**src/rtl/poly_signal_generator.sv**
```systemverilog
// poly_signal_generator: NUM_VOICES independent tone voices (square, 25 %
// pulse or LFSR noise) programmed through an asynchronous strobe/address/data
// write port, summed by volume and turned into a first-order sigma-delta bit.
module poly_signal_generator #(
   parameter int NUM_VOICES   = 3,
   parameter int PRESCALE     = 50,
   parameter int PERIOD_WIDTH = 10,
   parameter int VOL_WIDTH    = 3
) (
   input  logic                  clk,
   input  logic                  rst_n,
   input  logic                  ena,
   input  logic                  write_strobe,
   input  logic [3:0]            address,
   input  logic [4:0]            data,
   output logic                  signal_out,
   output logic [NUM_VOICES-1:0] voice_active
);

   localparam int PRE_W = $clog2(PRESCALE);
   localparam int LVL_W = VOL_WIDTH + 2;
   localparam logic [PRE_W-1:0] PRE_LAST  = PRE_W'(PRESCALE - 1);
   localparam logic [14:0]      LFSR_SEED = 15'h0001;

   typedef enum logic [1:0] {
      MODE_OFF    = 2'd0,
      MODE_SQUARE = 2'd1,
      MODE_PULSE  = 2'd2,
      MODE_NOISE  = 2'd3
   } mode_e;

   logic [1:0]              strobeSync_q;
   logic                    strobeDly_q;
   logic                    writeFire;

   logic [PRE_W-1:0]        preCount_q, preCount_d;
   logic                    tick;

   logic [PERIOD_WIDTH-1:0] period_q [NUM_VOICES];
   logic [PERIOD_WIDTH-1:0] period_d [NUM_VOICES];
   mode_e                   mode_q   [NUM_VOICES];
   mode_e                   mode_d   [NUM_VOICES];
   logic [VOL_WIDTH-1:0]    vol_q    [NUM_VOICES];
   logic [VOL_WIDTH-1:0]    vol_d    [NUM_VOICES];
   logic [PERIOD_WIDTH-1:0] count_q  [NUM_VOICES];
   logic [PERIOD_WIDTH-1:0] count_d  [NUM_VOICES];
   logic [1:0]              phase_q  [NUM_VOICES];
   logic [1:0]              phase_d  [NUM_VOICES];
   logic [14:0]             lfsr_q   [NUM_VOICES];
   logic [14:0]             lfsr_d   [NUM_VOICES];
   logic [NUM_VOICES-1:0]   square_q, square_d;
   logic [NUM_VOICES-1:0]   voiceBit_q, voiceBit_d;

   logic [LVL_W-1:0]        level;
   logic [LVL_W:0]          accSum;
   logic [LVL_W-1:0]        acc_q, acc_d;
   logic                    out_q, out_d;

   // Bring the asynchronous strobe into the clk domain; the delay flop lets a
   // held-high strobe produce exactly one write on its rising edge.
   always_ff @(posedge clk or negedge rst_n) begin
      if (!rst_n) begin
         strobeSync_q <= '0;
         strobeDly_q  <= 1'b0;
      end else begin
         strobeSync_q <= {strobeSync_q[0], write_strobe};
         strobeDly_q  <= strobeSync_q[1];
      end
   end

   assign writeFire = strobeSync_q[1] & ~strobeDly_q;

   // Tone tick: one clk-wide pulse every PRESCALE enabled cycles, count held while ena is low.
   always_comb begin
      tick       = ena && (preCount_q == PRE_LAST);
      preCount_d = preCount_q;
      if (ena) begin
         preCount_d = tick ? '0 : preCount_q + PRE_W'(1);
      end
   end

   // Per-voice next state: a firing write is applied first, so a tick in the
   // same cycle already sees the new period, mode or the phase reset.
   always_comb begin
      square_d   = square_q;
      voiceBit_d = voiceBit_q;
      for (int v = 0; v < NUM_VOICES; v++) begin
         period_d[v] = period_q[v];
         mode_d[v]   = mode_q[v];
         vol_d[v]    = vol_q[v];
         count_d[v]  = count_q[v];
         phase_d[v]  = phase_q[v];
         lfsr_d[v]   = lfsr_q[v];
         if (writeFire && (int'(address[3:2]) == v)) begin
            case (address[1:0])
               2'd0: period_d[v][4:0] = data;
               2'd1: period_d[v][PERIOD_WIDTH-1:5] = data[PERIOD_WIDTH-6:0];
               2'd2: begin
                  vol_d[v]  = VOL_WIDTH'(data[4:2]);
                  mode_d[v] = mode_e'(data[1:0]);
               end
               default: begin
                  count_d[v]    = '0;
                  square_d[v]   = 1'b0;
                  phase_d[v]    = 2'd0;
                  lfsr_d[v]     = LFSR_SEED;
                  voiceBit_d[v] = 1'b0;
               end
            endcase
         end
         if ((mode_d[v] == MODE_OFF) || (period_d[v] == '0)) begin
            count_d[v]    = '0;
            voiceBit_d[v] = 1'b0;
         end else if (tick) begin
            if (count_d[v] >= (period_d[v] - PERIOD_WIDTH'(1))) begin
               count_d[v] = '0;
               case (mode_d[v])
                  MODE_SQUARE: begin
                     square_d[v]   = ~square_d[v];
                     voiceBit_d[v] = square_d[v];
                  end
                  MODE_PULSE: begin
                     phase_d[v]    = phase_d[v] + 2'd1;
                     voiceBit_d[v] = (phase_d[v] == 2'd0);
                  end
                  MODE_NOISE: begin
                     lfsr_d[v]     = {lfsr_d[v][13:0], lfsr_d[v][14] ^ lfsr_d[v][13]};
                     voiceBit_d[v] = lfsr_d[v][14];
                  end
                  default: voiceBit_d[v] = 1'b0;
               endcase
            end else begin
               count_d[v] = count_d[v] + PERIOD_WIDTH'(1);
            end
         end
      end
   end

   // Mixer and sigma-delta: the carry out of the accumulator is the audio bit.
   always_comb begin
      level = '0;
      for (int v = 0; v < NUM_VOICES; v++) begin
         if (voiceBit_q[v]) begin
            level = level + LVL_W'(vol_q[v]);
         end
      end
      accSum = {1'b0, acc_q} + {1'b0, level};
      acc_d  = acc_q;
      out_d  = 1'b0;
      if (ena) begin
         acc_d = accSum[LVL_W-1:0];
         out_d = accSum[LVL_W];
      end
   end

   // State registers for prescaler, voices and modulator.
   always_ff @(posedge clk or negedge rst_n) begin
      if (!rst_n) begin
         preCount_q <= '0;
         square_q   <= '0;
         voiceBit_q <= '0;
         acc_q      <= '0;
         out_q      <= 1'b0;
         for (int v = 0; v < NUM_VOICES; v++) begin
            period_q[v] <= '0;
            mode_q[v]   <= MODE_OFF;
            vol_q[v]    <= '0;
            count_q[v]  <= '0;
            phase_q[v]  <= 2'd0;
            lfsr_q[v]   <= LFSR_SEED;
         end
      end else begin
         preCount_q <= preCount_d;
         square_q   <= square_d;
         voiceBit_q <= voiceBit_d;
         acc_q      <= acc_d;
         out_q      <= out_d;
         for (int v = 0; v < NUM_VOICES; v++) begin
            period_q[v] <= period_d[v];
            mode_q[v]   <= mode_d[v];
            vol_q[v]    <= vol_d[v];
            count_q[v]  <= count_d[v];
            phase_q[v]  <= phase_d[v];
            lfsr_q[v]   <= lfsr_d[v];
         end
      end
   end

   assign signal_out   = out_q;
   assign voice_active = voiceBit_q;

endmodule

```
**config.mk**
```make
export PLATFORM = sky130hd
export DESIGN_NAME = poly_signal_generator
export DESIGN_NICKNAME = d
export VERILOG_FILES = /design/src/rtl/poly_signal_generator.sv
export SDC_FILE = /design/constraint.sdc
export NUM_CORES = 1
export LEC_CHECK = 0
export BUFFER_PORTS_ARGS = -buffer_cell sky130_fd_sc_hd__buf_4
export CORE_AREA = 10 10 137 164
export CTS_BUF_LIST = sky130_fd_sc_hd__clkbuf_16
export DETAILED_ROUTE_END_ITERATION = 8
export DIE_AREA = 0 0 147 174
export GPL_TIMING_DRIVEN = 0
export HOLD_SLACK_MARGIN = 0.02
export PLACE_DENSITY = 0.62
export RECOVER_POWER = 25
export SLEW_MARGIN = 20
export SYNTH_ARGS = -nofsm -noshare
export SYNTH_HDL_FRONTEND = slang
export SYNTH_SLANG_ARGS = --single-unit
export TNS_END_PERCENT = 1
```
**constraint.sdc**
```tcl
create_clock -name clk -period 4.1 [get_ports clk]
set_clock_uncertainty 0.2 [all_clocks]
set_input_delay 0.41 -clock clk [delete_from_list [all_inputs] [get_ports clk]]
set_output_delay 0.41 -clock clk [all_outputs]
set_load 0.02 [all_outputs]
```
* After elaboration in Yosys (flattened, before gate mapping)
Index checks and enable logic that the tools add are counted.
** Operators by class
- $add $sub $neg :: 13
- Order comparisons :: 3
- Equal/unequal tests :: 14
- Mux-type cells :: 107
- Bitwise gates (word level) :: 8
- Reduce and logical (&&, ||, !) cells :: 22
** Operators with widths (number)
- $mux 15 :: 18
- $mux 10 :: 18
- $mux 2 :: 24
- $mux 5 :: 7
- $mux 1 :: 34
- $add 10x1->10 const B :: 3
- $ge 10x10->1 :: 3
- $logic_not 10->1 :: 3
- $sub 10x1->10 const B :: 3
- $eq 2x2->1 const B :: 9
- $logic_not 2->1 :: 8
- $pmux 1 s3 :: 3
- $eq 2x1->1 const B :: 4
- $add 2x1->2 const B :: 3
- $add 5x5->6 :: 1
- $add 6x1->6 const B :: 1
- $eq 6x6->1 const B :: 1
- $mux 6 :: 1
- $reduce_and 2->1 :: 3
- $add 5x3->5 :: 1
- $add 3x3->4 :: 1
- $logic_and 1x1->1 :: 4
- $mux 4 :: 1
- $not 1->1 :: 4
- 5 further kinds :: 9
** Word-level totals
- Flip-flop bits (word level) :: 147
- Input bits :: 13
- Output and inout port bits :: 4

* Depth between registers and ports, before layout
Gate-level depths: netlist of run 1.
- Word-level depth :: 10
- Mapped depth :: 17

* Worst setup path after synthesis of run 1
Ideal clock, no wire load.
- Kind :: input-to-reg
- From :: in address[1]
- To :: reg lfsr_q[34] (netlist bit)
- Library setup time :: 131 ps
- Arrival time :: 4216 ps
- Slack :: -446 ps
- Stages on the path :: 16
- Cells stage by stage :: nor4b_2 > nand2_1 > mux2i_1 > ha_1 > nor4b_1 > nand3_1 > nand2_1 > nand3_1 > xor2_1 > ha_1 > o21ai_0 > nor2_1 > o41ai_1 > nor3_2 > buf_2 > mux2i_1
** RTL lines
- start, declared :: line 14 : input logic [3:0] address,
- end signal, assigned by index :: line 184 : lfsr_q[v] <= lfsr_d[v];
- end, declared :: line 49 : logic [14:0] lfsr_q [NUM_VOICES];

==> results.json, run 1 <==
{
  "outcome": "finished with violations",
  "violations": "max-capacitance violations, max-slew violations, negative setup slack",
  "diodes": 0,
  "clkSlewWorstSetupHoldPaths_ps": 60,
  "synth_seq_area_share_pct": 43.4,
  "drive_gt1_share_pct": 18.9,
  "crit_chain": "nor4b_4, buf_4, buf_6, nand2_8, mux2i_4, ha_4, nand4_1, nand2_1, nand2_2, xor2_2, ha_1, nand3_1, o41a_1, a2111oi_4, buf_6, buf_4, mux2i_1, nor2_1",
  "slew_headroom_pct": -104,
  "final_util_pct": 52.5,
  "cts_sinks": 147,
  "timing.hold.ws_ps": 73.2,
  "power_density_nw_per_um2": 404,
  "ff2ff_setup_slack_ps": -80,
  "fin_ws_ps": -80.2,
  "start_util_pct": 44.1,
  "grt_pass1_vias": 6322,
  "ant_nets": 0,
  "syn_area_per_cell_sq_um": 10.1,
  "dp_worst_setup_slack_ps": -999,
  "hold_start": "ena",
  "final_common_cell": "dfrtp_1",
  "timing.rr.end": "lfsr_q[2]",
  "clkLatencyLatePin_ps": 430,
  "nFillCells": 1753,
  "die_w_microns": 147,
  "reg2reg_from": "strobeDly_q",
  "drcViolationCount": 0,
  "ir_drop_uv": 321,
  "synth_cells": 840,
  "final_hold_viol_count": 0,
  "clk_path_buf_depth": 2,
  "syn_to_final_growth_pct": 19.3,
  "htree_num_levels": 4,
  "hold_class": "in -> reg",
  "layout.cells.most_common_list": "dfrtp_1 (142), nand2_1 (93), nor2_1 (70)",
  "max_stage_delay_ps": 470,
  "dieArea_sq_um": 25600,
  "route.vias.total": 6234,
  "p_leak_nw": 4.69,
  "grt_max_degree": 94,
  "wl_per_cell_microns": 16.0,
  "fp.dieH_microns": 174,
  "crit_fanout": 5,
  "setup_violations": 13,
  "grt_first_pass_wirelength_mm": 31.6,
  "drv_slew": 55,
  "tritoncts": "done",
  "ioPinCount": 17,
  "core_area_sq_um": 19300,
  "dpl.hpwl_mm": 13.2,
  "root_buffer": "clkbuf_16",
  "worstHoldPathCells": 3,
  "finalCriticalPeriod_ps": 4180,
  "synth.distinct_cells": 59,
  "async_flop_share_pct": 100,
  "synth_ff_type": "dfrtp_1",
  "grt_overflow": 0,
  "ys_seq_elements": 147,
  "drtIter0Drc": 273,
  "tightest_slew_ps": 3060,
  "final_nets": 980,
  "track_usage_pct": 14.9,
  "rows": 56,
  "post_synth_instance_area_sq_um": 8490,
  "yosysWarningCount": 0,
  "whs_endpoint": "preCount_q[1]",
  "fmax_mhz": 239,
  "gp_congestion": 0.821,
  "dr.pass1.iters": 4,
  "routed_wl_mm": 18.9,
  "syn_nets": 911,
  "io_buffers": 15,
  "cp_slowest_cell": "o41a_1",
  "worstSetupEndpointType": "flop",
  "avgViaCountPerCell": 5.27,
  "setup.worst_path.start_class": "flop",
  "synth-edff-count": 0,
  "critPathKind": "reg -> reg",
  "critical_path_arrival_ps": 4250,
  "min_period_over_period_pct": 102,
  "cts_buffers": 17,
  "required_ps": 4170,
  "max-cap-violations": 1,
  "rr_worst_depth": 18,
  "antenna_found_initial": 0,
  "rsz0062_at_grt": "true"
}
Yosys cell counts (20+ instances only):
cell      instances  area (sq um)
dfrtp_1         144          3600
nand2_1          98           368
nor2_1           70           263
mux2i_1          68           681
ha_1             55           688
mux2_2           40           450
and2_1           35           219
a21oi_1          34           170
xnor2_1          34           298
inv_1            32           120
xor2_1           31           272
nand3_1          30           150
nor3_1           25           125
clkbuf_1         20          75.1
worst max-delay path, delay by kind of cell (launching register included):
kind / cells / cell delay, ps
and+or+nand+nor: 7 / 940
buffers and inverters: 4 / 590
adders and majority gates: 2 / 490
muxes: 2 / 400
xor gates and xnor gates: 1 / 160
AOI/OAI and AO/OA: 2 / 840
DFF: 1 / 420
cell type report:
type                            instances  area, sq um  share of cell area [%]
Timing Repair Buffer                   51          444                    4.39
Inverter                               32          120                    1.19
Sequential cell                       147         3680                    36.4
Multi-Input combinational cell        633         4840                    47.8
Clock inverter                         15          150                    1.48
Buffer                                 27          134                    1.32
Clock buffer                           17          425                    4.20
Tap cell                              261          327                    3.23
where the power goes:
| part | switching [mW] | leakage, nW | internal [mW] |
|---|---|---|---|
| Combinational | 0.506 | 2.46 | 0.392 |
| Sequential | 0.0924 | 1.97 | 1.58 |
| Clock | 0.671 | 0.263 | 0.850 |
cell families after synthesis:
kind of cell	count (synthesis)	synth area share [%]
simple gates	319	18.6
flops	147	43.4
mux	108	13.3
compound gates	83	6.40
xor+xnor	65	6.71
buf+inv	60	2.82
fa+ha+maj	58	8.81
worst max path at each step:
stage,from,end,slack [ps],depth (start not counted)
4_1_cts,strobeDly_q,lfsr_q[12],-5,16
6_report,strobeDly_q,lfsr_q[2],-80,18
5_1_grt,strobeDly_q,lfsr_q[3],-220,18
3_3_place_gp,address[0],lfsr_q[40],-960,17
2_1_floorplan,address[0],lfsr_q[10],-100,15
3_5_place_dp,address[0],lfsr_q[40],-1000,17
registers in the layout, indices dropped and copies added (netlist names):
| signal | flops |
|---|---|
| lfsr_q | 45 |
| count_q | 30 |
| period_q | 30 |
| vol_q | 9 |
| mode_q | 6 |
| phase_q | 6 |
| preCount_q | 6 |
| acc_q | 5 |
| square_q | 3 |
| voice_active | 3 |
| strobeSync_q | 2 |
| signal_out | 1 |
| strobeDly_q | 1 |
layer usage:
metal	routed length (microns)	up-vias	share of wire, %	GRT usage [%]
met5	0	-	0	0
met4	316	0	1.7	4.84
li1	-	3057	-	-
met3	471	22	2.5	2.57
met1	8560	3079	45	18.8
met2	9590	76	51	25.4
stage by stage:
step | setup TNS [ps] | std cells | power, mW | area (sq um)
global placement | -59210 | 1116 | 2.47 | 8970
detailed placement | -60870 | 1117 | 2.49 | 9000
floorplan | -997 | 840 | 2.27 | 8530
finish | -695 | 1183 | 4.09 | 10100
CTS | -5.13 | 1169 | 4.08 | 9920
global route | -7170 | 1183 | 4.32 | 10100
timing repair:
item | in CTS | in global routing
endpoints found under the hold margin | 53 | 0
buffers inserted | 19 | 12
cloned | 0 | 2
resized for setup | 35 | 25
setup endpoints to repair | 85 | 84
pin swaps | 11 | 14
hold buffers | 2 | 0
No activity file was read; power rests on OpenSTA's default activity.
==> run 2: changes to the inputs <==
- PLACE_DENSITY: 0.62 -> 0.72
==> run 2 against run 1 <==
Largest cell class unchanged. Total power decreased by 0.86%. Flip-flop and latch count unchanged. Critical path depth decreased by 2. Clock power about the same. Wire length decreased by 3.4%. Hold slack got worse by 2.7 ps. Cell count decreased by 0.76%. The flow still finishes with violations (max-capacitance violations, max-slew violations, negative setup slack). Combinational power decreased by 2.6%. Global-route usage decreased by 0.39 points. Non-clock buffer count decreased by 9. Clock-buffer cell count unchanged. First-iteration DRC count increased by 29%.
==> results.json, run 2 (same netlist as run 1, synthesis figures left out) <==
{
  "hold_class": "in -> reg",
  "use_met2_pct": 24.6,
  "reg_top3": "lfsr_q (45), count_q (30), period_q (30)",
  "io_buffers": 15,
  "design_area_sq_um": 10000,
  "finalCriticalPeriod_ps": 4150,
  "max_stage_delay_ps": 460,
  "worstSetupEndpointType": "flop",
  "comb_power_share_pct": 21.6,
  "power_frac_seq_pct": 41.3,
  "dp_worst_setup_slack_ps": -912,
  "crit_chain": "buf_4, nor4bb_1, clkbuf_2, nand2_1, mux2_2, nor2_1, nand2_1, xor2_1, ha_1, nand3_2, o41a_1, a2111oi_4, buf_4, buf_6, mux2i_1, nor2_1",
  "gp_congestion": 0.858,
  "routed_wl_mm": 18.3,
  "fin_ws_ps": -51.7,
  "final_hold_viol_count": 0,
  "grt_max_degree": 78,
  "drv_slew": 71,
  "tritoncts": "done",
  "layout.cells.most_common_list": "dfrtp_1 (142), nand2_1 (95), nor2_1 (70)",
  "grt_first_pass_wirelength_mm": 31.0,
  "root_buffer": "clkbuf_16",
  "dp_cells": 1117,
  "start_util_pct": 44.1,
  "track_usage_pct": 14.6,
  "rsz0062_at_grt": "true",
  "drcViolationCount": 0,
  "power_density_nw_per_um2": 405,
  "p_leak_nw": 4.66,
  "cp_slowest_cell": "o41a_1",
  "critical_path_arrival_ps": 4250,
  "dieArea_sq_um": 25600,
  "critPathKind": "reg -> reg",
  "power.internal_mw": 2.85,
  "instances_no_fill": 1174,
  "outcome": "finished with violations",
  "ir_drop_uv": 317,
  "antenna_found_initial": 0,
  "grt_overflow": 0,
  "dpl.hpwl_mm": 12.8,
  "slew_headroom_pct": -21.8,
  "dpl_cell_area_sq_um": 9000,
  "die_w_microns": 147,
  "tightest_slew_ps": 1830,
  "drtIter0Drc": 351,
  "clkSlewWorstSetupHoldPaths_ps": 60,
  "route.vias.total": 6233,
  "avgViaCountPerCell": 5.31,
  "final_util_pct": 52.0,
  "setup.worst_path.start_class": "flop",
  "critPathBufInv": 4,
  "dr.pass1.iters": 5,
  "busiest_layer": "met2",
  "core_area_sq_um": 19300,
  "clkLatencyLatePin_ps": 430,
  "p_clk_share_pct": 37.2,
  "setup_violations": 13,
  "final_common_cell": "dfrtp_1",
  "wl_per_cell_microns": 15.6,
  "max-cap-violations": 1,
  "drive_gt1_share_pct": 17.2,
  "min_period_over_period_pct": 101,
  "ant_nets": 0,
  "grtUsageMet1_pct": 18.3,
  "largest_reg_flops": 45,
  "diodes": 0,
  "required_ps": 4200,
  "regMostFlops": "lfsr_q",
  "rows": 56,
  "ioPinCount": 17,
  "clk_path_buf_depth": 2,
  "final_nets": 971,
  "p_total_mw": 4.06,
  "met3_usage_pct": 2.75,
  "cp_top_family": "compound AO/OA/AOI/OAI gates",
  "violations": "max-capacitance violations, max-slew violations, negative setup slack",
  "htree_num_levels": 4,
  "grt_pass1_vias": 6294,
  "crit_fanout": 8,
  "cts_sinks": 147,
  "swShare_pct": 29.8,
  "cts_buffers": 17,
  "fmax_mhz": 241,
  "net-switching-power_mw": 1.21,
  "fp.dieH_microns": 174,
  "syn_to_final_growth_pct": 18.1
}
[run 2: changes by cell type in the layout (fill, tap and decap cells not counted), moves of 3 or more]
cell	before	now
buf_4	39	35
clkinv_2	0	4
clkinv_4	3	0
clkinvlp_4	6	3
[run 2: cell type report]
type / instances / area, sq um
Buffer: 27 / 129
Clock buffer: 17 / 425
Clock inverter: 15 / 140
Fill cell: 1710 / 9250
Inverter: 32 / 120
Multi-Input combinational cell: 633 / 4850
Sequential cell: 147 / 3680
Tap cell: 261 / 327
Timing Repair Buffer: 42 / 349
[run 2: final timing paths]
check	from	to	slack, ps	cells after the start
worst max-delay path	strobeDly_q	lfsr_q[10]	-50	16
worst min-delay path	ena	preCount_q[1]	70	3
worst max register to register	strobeDly_q	lfsr_q[10]	-50	16
worst min register to register	strobeSync_q[0]	strobeSync_q[1]	150	0
max in group asynchronous	rst_n	strobeSync_q[1]	1670	2
min in group asynchronous	rst_n	count_q[8]	810	2
[run 2: stage by stage]
step / hold WS [ps] / TNS (ps)
floorplan: -85.6 / -997
global route: 80.4 / -10530
detailed placement: 137 / -52270
finish: 70.5 / -452
global placement: 133 / -49080
CTS: 65.9 / -249
[run 2: repair_timing]
action                                  4_1_cts  5_1_grt
hold buffers                                  2        0
endpoints found under the setup margin       84       83
pin swaps                                     6       15
buffers inserted                             10       12
gates cloned                                  0        2
endpoints found under the hold margin        70        0
gates resized for setup                      18       36
[run 2: power by group through the flow]
stage,clock (mW),combinational (mW),sequential [mW]
2_1_floorplan,0,0.597,1.67
3_3_place_gp,0,0.772,1.69
3_5_place_dp,0,0.793,1.69
4_1_cts,1.53,0.823,1.67
5_1_grt,1.61,0.994,1.69
6_report,1.51,0.875,1.67
[run 2: routing by layer]
metal | vias to the layer above | part of all wire (%)
met5 | - | 0
met4 | 0 | 1.9
met3 | 29 | 3.0
met2 | 85 | 50
met1 | 3075 | 45
li1 | 3044 | -
[run 2: worst min-delay path: stages]
cell and delay (ps):
buf_4 130, nand2b_1 60, o22ai_1 60
